File: config.mk
export PLATFORM = sky130hd
export DESIGN_NAME = sample_delay_line_flat
export DESIGN_NICKNAME = d
export VERILOG_FILES = /design/src/rtl/sample_delay_line_if.sv /design/src/rtl/sample_delay_line.sv /design/src/flat_wrapper.sv
export SDC_FILE = /design/constraint.sdc
export NUM_CORES = 2
export LEC_CHECK = 0
export ABC_AREA = 0
export CAP_MARGIN = 0
export CORE_ASPECT_RATIO = 1.2
export CORE_MARGIN = 8
export CORE_UTILIZATION = 40
export CTS_CLUSTER_SIZE = 28
export DETAILED_ROUTE_END_ITERATION = 10
export PLACE_DENSITY = 0.62
export SLEW_MARGIN = 10
export SYNTH_ARGS = -nofsm -noshare
export SYNTH_HDL_FRONTEND = slang
export SYNTH_SLANG_ARGS = --single-unit
File: constraint.sdc
create_clock -name clk -period 5.7 [get_ports clk]
set_input_delay 0.855 -clock clk [delete_from_list [all_inputs] [get_ports clk]]
set_output_delay 0.855 -clock clk [all_outputs]
set_load 0.05 [all_outputs]
File: src/rtl/sample_delay_line_if.sv
// Sample delay line bus: control inputs, sample stream in, delayed
// stream and status out. The master drives samples and controls, the
// slave (the delay line) returns the delayed stream and fill status.
interface sample_delay_line_if #(
  parameter int DATA_WIDTH = 32,
  parameter int DEPTH_LOG2 = 7
);

  logic [DEPTH_LOG2-1:0] delay_ctl;
  logic                  bypass;
  logic                  flush;
  logic [DATA_WIDTH-1:0] data_in;
  logic                  data_in_valid;
  logic [DATA_WIDTH-1:0] data_out;
  logic                  data_out_valid;
  logic [DEPTH_LOG2:0]   fill_level;
  logic                  delay_active;

  modport master (
    output delay_ctl,
    output bypass,
    output flush,
    output data_in,
    output data_in_valid,
    input  data_out,
    input  data_out_valid,
    input  fill_level,
    input  delay_active
  );

  modport slave (
    input  delay_ctl,
    input  bypass,
    input  flush,
    input  data_in,
    input  data_in_valid,
    output data_out,
    output data_out_valid,
    output fill_level,
    output delay_active
  );

endinterface

File: src/rtl/sample_delay_line.sv
// Programmable sample delay line. Samples are written into a circular
// buffer; once enough samples have been collected after a (re)fill, each
// new sample produces the sample written delay_lat samples earlier.
// A settle period follows reset, and any change of the requested delay
// or a flush pulse discards the history and starts a new fill.
module sample_delay_line #(
  parameter int DATA_WIDTH = 32,
  parameter int DEPTH_LOG2 = 7,
  parameter int RESET_WAIT = 8
) (
  input logic               clk,
  input logic               rst,
  sample_delay_line_if.slave bus
);

  localparam int         DEPTH       = 1 << DEPTH_LOG2;
  localparam logic [7:0] SETTLE_LAST = 8'(RESET_WAIT - 1);

  typedef enum logic [1:0] {
    INIT = 2'd0,
    FILL = 2'd1,
    RUN  = 2'd2
  } state_t;

  state_t                state;
  logic [7:0]            settle_cnt;
  logic [DEPTH_LOG2-1:0] wr_ptr;
  logic [DEPTH_LOG2-1:0] rd_addr;
  logic [DEPTH_LOG2-1:0] delay_lat;
  logic [DEPTH_LOG2:0]   fill_cnt;
  logic [DEPTH_LOG2:0]   fill_next;
  logic [DATA_WIDTH-1:0] mem [DEPTH];
  logic [DATA_WIDTH-1:0] rd_data;
  logic [DATA_WIDTH-1:0] out_q;
  logic                  out_valid_q;
  logic                  active_q;
  logic                  refill;
  logic                  write_en;
  logic                  fill_at_lat;
  logic                  fill_next_at_lat;

  // The read address trails the write pointer by the latched delay, so for
  // any non-zero delay it can never equal the slot being written this cycle.
  assign rd_addr          = wr_ptr - delay_lat;
  assign rd_data          = mem[rd_addr];
  assign fill_next        = fill_cnt + 1'b1;
  assign fill_at_lat      = (fill_cnt == {1'b0, delay_lat});
  assign fill_next_at_lat = (fill_next == {1'b0, delay_lat});

  // A new delay request or a flush restarts the fill; the sample arriving in
  // that cycle is thrown away, so it must not reach the buffer either.
  assign refill   = (bus.delay_ctl != delay_lat) || bus.flush;
  assign write_en = (state != INIT) && !refill && bus.data_in_valid;

  assign bus.data_out       = out_q;
  assign bus.data_out_valid = out_valid_q;
  assign bus.fill_level     = fill_cnt;
  assign bus.delay_active   = active_q;

  // Sample storage; left unreset so it maps onto plain RAM.
  always_ff @(posedge clk) begin
    if (write_en) begin
      mem[wr_ptr] <= bus.data_in;
    end
  end

  // Control FSM with registered outputs: settle after reset, refill after
  // every delay change or flush, then stream delayed samples.
  always_ff @(posedge clk) begin
    if (rst) begin
      state       <= INIT;
      settle_cnt  <= '0;
      wr_ptr      <= '0;
      fill_cnt    <= '0;
      delay_lat   <= '0;
      out_q       <= '0;
      out_valid_q <= 1'b0;
      active_q    <= 1'b0;
    end else begin
      out_valid_q <= 1'b0;
      if (state == INIT) begin
        if (settle_cnt == SETTLE_LAST) begin
          state     <= FILL;
          delay_lat <= bus.delay_ctl;
          fill_cnt  <= '0;
        end else begin
          settle_cnt <= settle_cnt + 8'd1;
        end
      end else begin
        if (write_en) begin
          wr_ptr <= wr_ptr + 1'b1;
        end

        if (refill) begin
          delay_lat <= bus.delay_ctl;
          fill_cnt  <= '0;
          state     <= FILL;
          active_q  <= 1'b0;
        end else if (state == FILL) begin
          if (fill_at_lat) begin
            state    <= RUN;
            active_q <= 1'b1;
          end else if (bus.data_in_valid) begin
            fill_cnt <= fill_next;
            if (fill_next_at_lat) begin
              state    <= RUN;
              active_q <= 1'b1;
            end
          end
        end else if (bus.data_in_valid) begin
          out_valid_q <= 1'b1;
          out_q       <= (delay_lat == '0) ? bus.data_in : rd_data;
        end

        // Bypass only replaces what appears on the output; buffer writes and
        // state progression above carry on as if it were not set.
        if (bus.bypass) begin
          out_valid_q <= bus.data_in_valid;
          if (bus.data_in_valid) begin
            out_q <= bus.data_in;
          end
        end
      end
    end
  end

endmodule
File: src/flat_wrapper.sv
// flat-port wrapper written by rule: the top's interface ports become plain ports
module sample_delay_line_flat 
#(
  parameter int DATA_WIDTH = 32,
  parameter int DEPTH_LOG2 = 7,
  parameter int RESET_WAIT = 8
)
  (clk, rst, bus_delay_ctl, bus_bypass, bus_flush, bus_data_in, bus_data_in_valid, bus_data_out, bus_data_out_valid, bus_fill_level, bus_delay_active);
  sample_delay_line_if #(.DATA_WIDTH(DATA_WIDTH), .DEPTH_LOG2(DEPTH_LOG2)) bus_i ();
  input logic clk;
  input logic rst;
  input wire logic [$bits(bus_i.delay_ctl)-1:0] bus_delay_ctl;
  input wire logic [$bits(bus_i.bypass)-1:0] bus_bypass;
  input wire logic [$bits(bus_i.flush)-1:0] bus_flush;
  input wire logic [$bits(bus_i.data_in)-1:0] bus_data_in;
  input wire logic [$bits(bus_i.data_in_valid)-1:0] bus_data_in_valid;
  output wire logic [$bits(bus_i.data_out)-1:0] bus_data_out;
  output wire logic [$bits(bus_i.data_out_valid)-1:0] bus_data_out_valid;
  output wire logic [$bits(bus_i.fill_level)-1:0] bus_fill_level;
  output wire logic [$bits(bus_i.delay_active)-1:0] bus_delay_active;
  assign bus_i.delay_ctl = bus_delay_ctl;
  assign bus_i.bypass = bus_bypass;
  assign bus_i.flush = bus_flush;
  assign bus_i.data_in = bus_data_in;
  assign bus_i.data_in_valid = bus_data_in_valid;
  assign bus_data_out = bus_i.data_out;
  assign bus_data_out_valid = bus_i.data_out_valid;
  assign bus_fill_level = bus_i.fill_level;
  assign bus_delay_active = bus_i.delay_active;
  sample_delay_line #(.DATA_WIDTH(DATA_WIDTH), .DEPTH_LOG2(DEPTH_LOG2), .RESET_WAIT(RESET_WAIT)) u_core (.clk(clk), .rst(rst), .bus(bus_i));
endmodule
==> key figures <==
Outcome
  • Status: finished clean

GRT
  • Antenna violations before repair: 46
  • GRT Util Overall: 0.209
  • First-pass GRT wire length: 634 mm
  • Vias in the first global route: 81,500
  • Grt total ovfl: 0
  • Largest net degree at the start of global routing: 97

Final layout
  • Most common cell after layout, fill and taps aside: edfxtp_1
  • Commonest cells after routing, fill and taps aside: edfxtp_1, mux4_2, buf_4
  • Final Instance Count excl. Fillers: 13,400
  • Layout cells sized above 1: 0.292
  • Post-synthesis to final-layout area growth: 14.3%
  • Fillers: 32,800
  • Nets: 7,820

STA
  • Tmin final: 5320 ps
  • RSZ-0062 raised after global routing: no
  • Final period utilization: 0.934
  • Final setup violating endpoints: 0
  • Fin Hold WS: 343 ps
  • Fin Clk Skew: 89.0 ps
  • Worst-margin pin slew: 1260 ps
  • Final hold vios: 0
  • Slew Viols, Final: 0
  • Max transition margin: 0.137
  • Fmax: 188 MHz

Clock tree
  • H-Tree Depth: 5
  • Clock tree buffer depth: 4
  • CTS buffer count: 388
  • Root Driver: clkbuf_16
  • Clk Latency, worst-skew pair: 960 ps
  • TritonCTS clock tree: done
  • Clock slew at reported path FFs: 70 ps
  • Post-CTS Hold Buffers: 0
  • # clock sinks: 4,162
  • Setup Fix Bufs, Post-CTS: 0
  • Cts repair resizes: 0

Worst setup path
  • CP endpoint kind: flip-flop
  • Critical path buffer and inverter count: 4
  • CP arrival: 6230 ps
  • Largest driver fanout on the critical path: 40
  • Max incr delay on CP: 1080 ps
  • Cells along the critical path: inv_1 > ha_4 > fa_4 > buf_12 > buf_12 > buf_12 > mux4_2 > mux2i_1 > a22oi_1 > a31oi_1 > nor4b_1 > a31o_1
  • Crit-path slowest cell: fa_4
  • CP Class: reg -> reg
  • Critical Path Start Type: flip-flop
  • Worst endpoint required time: 6600 ps
  • Most used cell, CP: buf_12
  • Worst r2r src: u_core.wr_ptr[0]
  • CP top delay family: adder cells
  • Worst Setup SP: u_core.wr_ptr[0]

Place
  • DP Wirelength: 275 mm
  • Placed insts: 12,600
  • Port bufs: 85
  • RD Place Congestion: 0.917

Synth
  • Post-synth top area cell: edfxtp_1
  • Synth warn: 0
  • Distinct cells, synth: 76
  • Post-Synthesis Cells: 7,273
  • Post-synth EDFFs: 4,096
  • Ys async rst share: 0
  • Seq cells post-synth: 4,162
  • Share of the yosys chip area belonging to registers: 0.773
  • Synthesized Nets: 7,327
  • Cell area after synthesis: 161,000 µm²
  • Top cell type's share of synthesized area: 0.765
  • Main synth FF type: edfxtp_1
  • Top cells by area, synth: edfxtp_1, mux4_2, nand2_1
  • Avg Cell Area, Syn: 22.1 µm²

Min path
  • Worst hold start: bus_data_in[12]
  • Hold Path Class: in -> reg

Power and ir drop
  • NetSw: 0.0301 W
  • Cell leakage power: 58.1 nW
  • Clock share of power: 0.292
  • Post-route total power: 0.0885 W
  • P_int: 0.0584 W
  • PD cells: 481 nW/µm²
  • Worst IR Drop VDD: 0.666 mV
  • Combinational Power Share: 0.324
  • Reg power frac: 0.384
  • Sw Share: 0.340

Die
  • CORE AREA: 401,000 µm²
  • Die H: 711 µm
  • Full die area: 423,000 µm²
  • Row count: 255
  • Ports: 86
  • Initial cell density of the core: 0.401
  • Die Wd: 595 µm

Drt
  • # DRC: 0
  • DR vias: 80,300
  • Mean routed wirelength per cell: 34.0 µm
  • DR pass1 iterations: 5
  • Detailed Route Iter0 Violations: 9,792
  • Final ANT Viol Nets: 0
  • Routed vias/inst: 6.00
  • Routed wire length: 455 mm

Job
  • Number of max-cap violations: 0
[metal layers]
layer  track usage  wire [µm]
met1         0.262     166000
met5             0        105
met4        0.0953      24600
met2         0.350     225000
met3        0.0434      39100
[stage by stage]
step	area [µm²]	setup WS (ps)	TNS, ps	utilization
2_1_floorplan	161000	1350	0	-
3_3_place_gp	171000	-630	-1260	0.427
3_5_place_dp	171000	342	0	0.427
4_1_cts	184000	308	0	0.458
5_1_grt	184000	432	0	0.459
6_report	184000	377	0	0.459
[sequential cells by signal, indices dropped and copies added (netlist names), named ones only]
name / count
u_core.bus.data_out_valid: 1
u_core.bus.delay_active: 1
u_core.bus.fill_level: 8
u_core.delay_lat: 7
u_core.mem: 4096
u_core.settle_cnt: 8
u_core.state: 2
u_core.wr_ptr: 7
[path summary, 6_finish.rpt]
path                                           endpoint  slack [ps]  depth (start not counted)
worst max-delay path                          flip-flop         380                         12
worst max register to register                flip-flop         380                         12
worst min-delay path                 u_core.mem[81][12]         340                          1
worst min register to register  u_core.bus.delay_active         520                          2
[kinds of logic (layout without fill, tap and decap cells)]
group / after synthesis / in the layout / share of synthesized area
flip-flops: 4162 / 4162 / 0.773
multiplexers: 1283 / 1283 / 0.166
AND/OR/NAND/NOR: 967 / 967 / 0.0271
buffers and inverters: 433 / 1245 / 0.0137
AO/OA/AOI/OAI: 374 / 374 / 0.0171
XOR/XNOR: 44 / 44 / 0.00263
adder cells (fa/ha/maj): 10 / 10 / 0.000824
other: 0 / 17 / 0
[synthesized netlist by cell type, types with 7 or more instances]
| cell | number |
|---|---|
| nor2b_1 | 11 |
| clkbuf_1 | 171 |
| o21ai_0 | 58 |
| and3_1 | 34 |
| a32o_1 | 11 |
| buf_6 | 13 |
| xor2_1 | 21 |
| mux4_1 | 7 |
| buf_1 | 29 |
| a22oi_1 | 38 |
| nor4b_1 | 18 |
| a31o_1 | 14 |
| mux2i_1 | 139 |
| edfxtp_1 | 4096 |
| o2111ai_1 | 7 |
| nand4_1 | 81 |
| nand2_1 | 399 |
| nor2_1 | 241 |
| a31oi_1 | 50 |
| a21oi_1 | 39 |
| ha_1 | 9 |
| xnor2_1 | 21 |
| mux4_2 | 1094 |
| nor3_1 | 36 |
| mux2_2 | 43 |
| buf_2 | 148 |
| buf_4 | 52 |
| a31o_2 | 10 |
| a221oi_1 | 33 |
| dfxtp_1 | 66 |
| a32oi_1 | 64 |
| nor4_1 | 11 |
| nand3_1 | 101 |
| inv_1 | 13 |
[area by class of cell]
type | instances | area [µm²] | area share
multi-input cells | 2678 | 35500 | 0.193
flip-flops and latches | 4162 | 124000 | 0.676
diodes | 17 | 42.5 | 0.000231
well taps | 5268 | 6590 | 0.0358
clock inverters | 242 | 2320 | 0.0126
inverters | 13 | 48.8 | 0.000265
repair buffers | 523 | 4890 | 0.0266
clock buffers | 467 | 10200 | 0.0554
[power groups by stage]
stage	Clock, W	Sequential (W)	Combinational [W]
final	0.0259	0.0340	0.0287
after global routing	0.0273	0.0339	0.0294
after CTS	0.0262	0.0339	0.0286
after detailed placement	0	0.0346	0.0285
after global placement	0	0.0346	0.0283
after floorplan	0	0.0346	0.0153
Note: power is estimated with default switching activity, not from simulation.
